$ cat src/rtl/yuv_stream_packer.sv
// yuv_stream_packer: buffers PIXEL_PER_CLK*16-bit YUV422 words from the
// colour-conversion stage and serialises them into OUT_WIDTH-bit beats
// with a valid/ready handshake, marking the final beat of every line.
// Ports:
//   clk_i, reset_n_i        clock (rising edge) and async active-low reset
//   yuv_i, yuv_valid_i      input word and its valid strobe
//   yuv_line_i              high for the whole line
//   dout_o, dout_valid_o    output beat and valid
//   dout_ready_i            sink accepts the beat
//   dout_last_o             final beat of the line (qualified by valid)
//   line_beats_o            beat count of the last completed line
//   overflow_o              sticky input-drop flag, cleared at line start
module yuv_stream_packer #(
  parameter int unsigned PIXEL_PER_CLK = 8,
  parameter int unsigned OUT_WIDTH     = 32,
  parameter int unsigned FIFO_DEPTH    = 4
) (
  input  logic                          clk_i,
  input  logic                          reset_n_i,
  input  logic [PIXEL_PER_CLK*16-1:0]   yuv_i,
  input  logic                          yuv_valid_i,
  input  logic                          yuv_line_i,
  output logic [OUT_WIDTH-1:0]          dout_o,
  output logic                          dout_valid_o,
  input  logic                          dout_ready_i,
  output logic                          dout_last_o,
  output logic [15:0]                   line_beats_o,
  output logic                          overflow_o
);

  localparam int unsigned IN_W = PIXEL_PER_CLK * 16;
  localparam int unsigned NB   = IN_W / OUT_WIDTH;
  localparam int unsigned IW   = (NB > 1) ? $clog2(NB) : 1;
  localparam int unsigned AW   = (FIFO_DEPTH > 1) ? $clog2(FIFO_DEPTH) : 1;
  localparam int unsigned CW   = AW + 1;

  localparam logic [IW-1:0] LAST_IDX  = IW'(NB - 1);
  localparam logic [CW-1:0] DEPTH_CNT = CW'(FIFO_DEPTH);

  localparam logic [0:0] ST_IDLE   = 1'b0;
  localparam logic [0:0] ST_ACTIVE = 1'b1;

  logic [0:0]      state, state_nxt;
  logic            line_q;
  logic            rise, fall, enter_active;
  logic [IN_W-1:0] stg_data;
  logic            stg_full;
  logic            accept, push_req, push_ok, push_last, drop;
  logic [IN_W-1:0] mem_data [FIFO_DEPTH];
  logic            mem_last [FIFO_DEPTH];
  logic [AW-1:0]   wr_ptr, rd_ptr, rd_nxt;
  logic [CW-1:0]   cnt, cnt_after_pop;
  logic            full, hs, pop, avail;
  logic [IW-1:0]   idx, idx_nxt;
  logic [IN_W-1:0] head_word;
  logic [15:0]     beat_cnt, cnt_inc;

  // Line edge detection; the registered copy resets high so a reset released
  // mid-line never looks like a line start.
  assign rise         = yuv_line_i & ~line_q;
  assign fall         = ~yuv_line_i & line_q;
  assign enter_active = (state == ST_IDLE) & rise;

  // Words are only taken inside a line that started after reset.
  assign accept    = yuv_valid_i & ((state == ST_ACTIVE) | rise);
  assign push_req  = stg_full & (accept | fall);
  assign push_last = ~accept;

  assign full    = (cnt == DEPTH_CNT);
  assign hs      = dout_valid_o & dout_ready_i;
  assign pop     = hs & (idx == LAST_IDX);
  assign push_ok = push_req & (~full | pop);
  assign drop    = push_req & full & ~pop;

  // Next beat to present: head after this cycle's pop, at the advanced index.
  // Only entries present before this edge count, giving one clock of latency.
  assign cnt_after_pop = cnt - CW'(pop);
  assign avail         = (cnt_after_pop != '0);
  assign rd_nxt        = rd_ptr + AW'(pop);
  assign idx_nxt       = hs ? ((idx == LAST_IDX) ? '0 : idx + IW'(1)) : idx;
  assign head_word     = mem_data[rd_nxt];

  assign cnt_inc = (beat_cnt == 16'hFFFF) ? 16'hFFFF : beat_cnt + 16'd1;

  // State register
  always_ff @(posedge clk_i or negedge reset_n_i) begin
    if (!reset_n_i) state <= ST_IDLE;
    else            state <= state_nxt;
  end

  // Next-state logic
  always_comb begin
    state_nxt = state;
    case (state)
      ST_IDLE:   if (rise) state_nxt = ST_ACTIVE;
      ST_ACTIVE: if (fall) state_nxt = ST_IDLE;
      default:   state_nxt = ST_IDLE;
    endcase
  end

  // Line strobe history and staging register
  always_ff @(posedge clk_i or negedge reset_n_i) begin
    if (!reset_n_i) begin
      line_q   <= 1'b1;
      stg_data <= '0;
      stg_full <= 1'b0;
    end else begin
      line_q <= yuv_line_i;
      if (accept) begin
        stg_data <= yuv_i;
        stg_full <= 1'b1;
      end else if (fall) begin
        stg_full <= 1'b0;
      end
    end
  end

  // FIFO storage (data needs no reset; pointers define validity)
  always_ff @(posedge clk_i) begin
    if (push_ok) begin
      mem_data[wr_ptr] <= stg_data;
      mem_last[wr_ptr] <= push_last;
    end
  end

  // FIFO pointers, occupancy and beat index
  always_ff @(posedge clk_i or negedge reset_n_i) begin
    if (!reset_n_i) begin
      wr_ptr <= '0;
      rd_ptr <= '0;
      cnt    <= '0;
      idx    <= '0;
    end else begin
      if (push_ok) wr_ptr <= wr_ptr + AW'(1);
      rd_ptr <= rd_nxt;
      cnt    <= cnt_after_pop + CW'(push_ok);
      idx    <= idx_nxt;
    end
  end

  // Output beat register; holds while valid and not ready
  always_ff @(posedge clk_i or negedge reset_n_i) begin
    if (!reset_n_i) begin
      dout_o       <= '0;
      dout_valid_o <= 1'b0;
      dout_last_o  <= 1'b0;
    end else if (!dout_valid_o || dout_ready_i) begin
      dout_valid_o <= avail;
      if (avail) begin
        dout_o      <= OUT_WIDTH'(head_word >> (idx_nxt * OUT_WIDTH));
        dout_last_o <= mem_last[rd_nxt] & (idx_nxt == LAST_IDX);
      end else begin
        dout_last_o <= 1'b0;
      end
    end
  end

  // Per-line beat counter and sticky overflow flag
  always_ff @(posedge clk_i or negedge reset_n_i) begin
    if (!reset_n_i) begin
      beat_cnt     <= '0;
      line_beats_o <= '0;
      overflow_o   <= 1'b0;
    end else begin
      if (hs) begin
        if (dout_last_o) begin
          line_beats_o <= cnt_inc;
          beat_cnt     <= '0;
        end else begin
          beat_cnt <= cnt_inc;
        end
      end
      if (enter_active) overflow_o <= 1'b0;
      if (drop)         overflow_o <= 1'b1;
    end
  end

endmodule

$ cat config.mk
export PLATFORM = sky130hd
export DESIGN_NAME = yuv_stream_packer
export DESIGN_NICKNAME = d
export VERILOG_FILES = /design/src/rtl/yuv_stream_packer.sv
export SDC_FILE = /design/constraint.sdc
export NUM_CORES = 1
export LEC_CHECK = 0
export ABC_AREA = 0
export BUFFER_PORTS_ARGS = -buffer_cell sky130_fd_sc_hd__buf_4
export CORE_MARGIN = 4
export CORE_UTILIZATION = 50
export CTS_CLUSTER_DIAMETER = 120
export DETAILED_ROUTE_END_ITERATION = 8
export MAX_ROUTING_LAYER = met4
export PLACE_DENSITY = 0.65
export SLEW_MARGIN = 25
export SYNTH_ARGS = -nofsm -noshare
export SYNTH_HDL_FRONTEND = slang
export SYNTH_SLANG_ARGS = --single-unit
$ cat constraint.sdc
create_clock -name clk_i -period 6.6 [get_ports clk_i]
set_clock_uncertainty 0.2 [all_clocks]
set_input_delay 0.33 -clock clk_i [delete_from_list [all_inputs] [get_ports clk_i]]
set_output_delay 0.33 -clock clk_i [all_outputs]
set_load 0.1 [all_outputs]
==> results.json <==
{
  "run_status": "finished clean",
  "synth_seq_cells": 723,
  "synth.area.top_cells": "edfxtp_1, dfrtp_1, mux4_2, nand2_1, mux2i_1",
  "antenna_found_initial": 0,
  "synth_edf_count": 516,
  "drt-initial-drc-count": 1235,
  "irDropWorstVdd_uv": 357,
  "grt_pass1_wl_um": 97000,
  "synth_flop_cell": "edfxtp_1",
  "crit_family": "adder cells",
  "wl_met3_um": 2880,
  "diodes": 0,
  "crit_type": "register to register",
  "fin_crit_ns": 4.01,
  "cp_num_buf_inv": 2,
  "slew_headroom": 0.361,
  "cpPeakStageDelay_ns": 0.87,
  "gr-total-overflow": 0,
  "m1WireLength_um": 26100,
  "grt_max_degree": 134,
  "die_height_um": 244,
  "syn_area_per_cell_um2": 15.8,
  "worst_hold_slack_ns": 0.191,
  "drive_gt1_frac": 0.200,
  "timing_max_transition_violations_final": 0,
  "clk_latency_ns": 0.59,
  "required_ns": 6.84,
  "synth_common_cells": "edfxtp_1, nand2_1, dfrtp_1",
  "clockRootBuffer": "clkbuf_16",
  "hold_buffers": 131,
  "place_hpwl_um": 34700,
  "hold_viol": 0,
  "seq_area_frac_synth": 0.745,
  "viasPerCell": 5.47,
  "yosysMostFrequentCell": "edfxtp_1",
  "cap_violations": 0,
  "place.gp.congestion": 0.743,
  "fin_ws_ns": 2.59,
  "initial_core_util": 0.505,
  "leakage_nw": 12.8,
  "postSynthCellCount": 1753,
  "finalCritPeriodShare": 0.608,
  "dp_cells": 2604,
  "fin_setup_tns_ns": 0,
  "numCtsBuffers": 73,
  "rows": 86,
  "hold_class": "input port to async pin",
  "nets": 2208,
  "yosys.area.top_type": "edfxtp_1",
  "die_area_um2": 59300,
  "ys_types": 59,
  "worst_slew_pin_slew_ns": 0.958,
  "cts_buffer_depth": 3,
  "netlist_area_um2": 27700,
  "die_w_um": 244,
  "async_flop_share": 0.286,
  "synth_top_area_frac": 0.559,
  "clkTransAtPathRegs_ns": 0.06,
  "cpMaxStageDelayCell": "ha_4",
  "detail_route.wl_per_cell_um": 21.6,
  "cts_tree": "built",
  "ys_warn_count": 0,
  "grt_usage": 0.219,
  "portBuffers": 183,
  "core_area_um2": 55000,
  "rsz0062_at_grt": "false",
  "cp-start-kind": "register",
  "finalSetupViolations": 0,
  "path_cells": "ha_1 -> and3_1 -> ha_4 -> inv_1 -> nor3_4 -> buf_4 -> a32oi_1 -> o2111ai_1 -> o211ai_1",
  "top_layer": "met4",
  "drc": 0,
  "post_cts_resized": 0,
  "firstDrtPassIters": 5,
  "htree_num_levels": 3,
  "synthToLayoutAreaGrowth_pct": 21.3,
  "routed_wl_um": 62100,
  "vias": 15700,
  "cp.arrival_ns": 4.25,
  "grt_pass1_vias": 16400,
  "boundaryPins": 184,
  "max_freq_mhz": 249,
  "cts_setup_buffers": 0,
  "power.density_nw_per_um2": 466,
  "clock-sinks": 723,
  "routed-wl-met2_um": 31900,
  "worstPathMaxFanout": 48,
  "ant_nets": 0,
  "cp-end-kind": "register",
  "synth_nets": 1897,
  "fin_cells": 2872,
  "pre_cts_ws_ns": 2.38
}
registers in the layout, summed over array words and instances, names as in the netlist:
signal and flops:
state 1, cnt 3, idx 2, overflow_o 1
stg_full 1, dout_valid_o 1, rd_ptr 2, stg_data 128
dout_o 32, beat_cnt 16, line_beats_o 16, line_q 1
dout_last_o 1, mem_data 512, wr_ptr 2, mem_last 4
area by class of cell:
class	count	area (um2)
tap	748	936
multi-input combinational	919	6640
timing repair buffer	332	2900
fill	4040	21300
clock inverter	25	251
sequential	723	20700
inverter	15	73.8
clock buffer	110	2160
layout by cell type, fill, tap and decap left out, types with 26 or more instances in the layout:
| cell | instances |
|---|---|
| nand2_1 | 488 |
| a32oi_1 | 32 |
| nor2_1 | 26 |
| mux4_2 | 97 |
| buf_4 | 194 |
| dlygate4sd3_1 | 131 |
| dfrtp_1 | 206 |
| mux2i_1 | 60 |
| edfxtp_1 | 516 |
| clkbuf_16 | 80 |
| o211ai_1 | 45 |
| a21oi_1 | 32 |
per-stage QoR:
step | total power [mW] | utilization | instance area (um2)
CTS | 15.8 | 0.611 | 33600
finish | 15.7 | 0.612 | 33600
global placement | 11.5 | 0.543 | 29900
floorplan | 10.1 | - | 27700
global route | 16.4 | 0.612 | 33600
detailed placement | 11.6 | 0.543 | 29900
worst paths after layout:
path                       slack (ns)                            to                         start  depth (start not counted)
max                              2.59        dout_o[27]$_DFFE_PN0P_              idx[0]$_DFF_PN0_                          9
min                              0.19  line_beats_o[10]$_DFFE_PN0P_                     reset_n_i                          2
max reg2reg                      2.59        dout_o[27]$_DFFE_PN0P_              idx[0]$_DFF_PN0_                          9
min reg2reg                      0.29  line_beats_o[12]$_DFFE_PN0P_  line_beats_o[12]$_DFFE_PN0P_                          2
max in group asynchronous        4.86      stg_data[10]$_DFFE_PN0N_                     reset_n_i                          3
min in group clk_i               0.19      stg_data[24]$_DFFE_PN0N_                   yuv_valid_i                          4
report_power, final:
group / leakage (nW) / internal (mW) / total, mW / switching [mW]
sequential: 7.29 / 5.86 / 6.36 / 0.509
combinational: 4.37 / 1.80 / 5.17 / 3.38
clock: 1.18 / 2.47 / 4.13 / 1.66
total: 12.8 / 10.1 / 15.7 / 5.55
kinds of logic after synthesis:
kind of cell | after synthesis | synth area share
compound gates | 173 | 0.0443
xor+xnor | 14 | 0.00469
fa+ha+maj | 11 | 0.00496
buf+inv | 111 | 0.0184
flops | 723 | 0.745
mux | 160 | 0.102
simple gates | 561 | 0.0807
metal layers:
metal  vias to the layer above  global-route usage
li1                       7151                   -
met1                      8069               0.284
met2                       399               0.371
met3                        90              0.0304
met4                         0              0.0601
met5                         -                   -
Power figures use the tool's default switching activity.
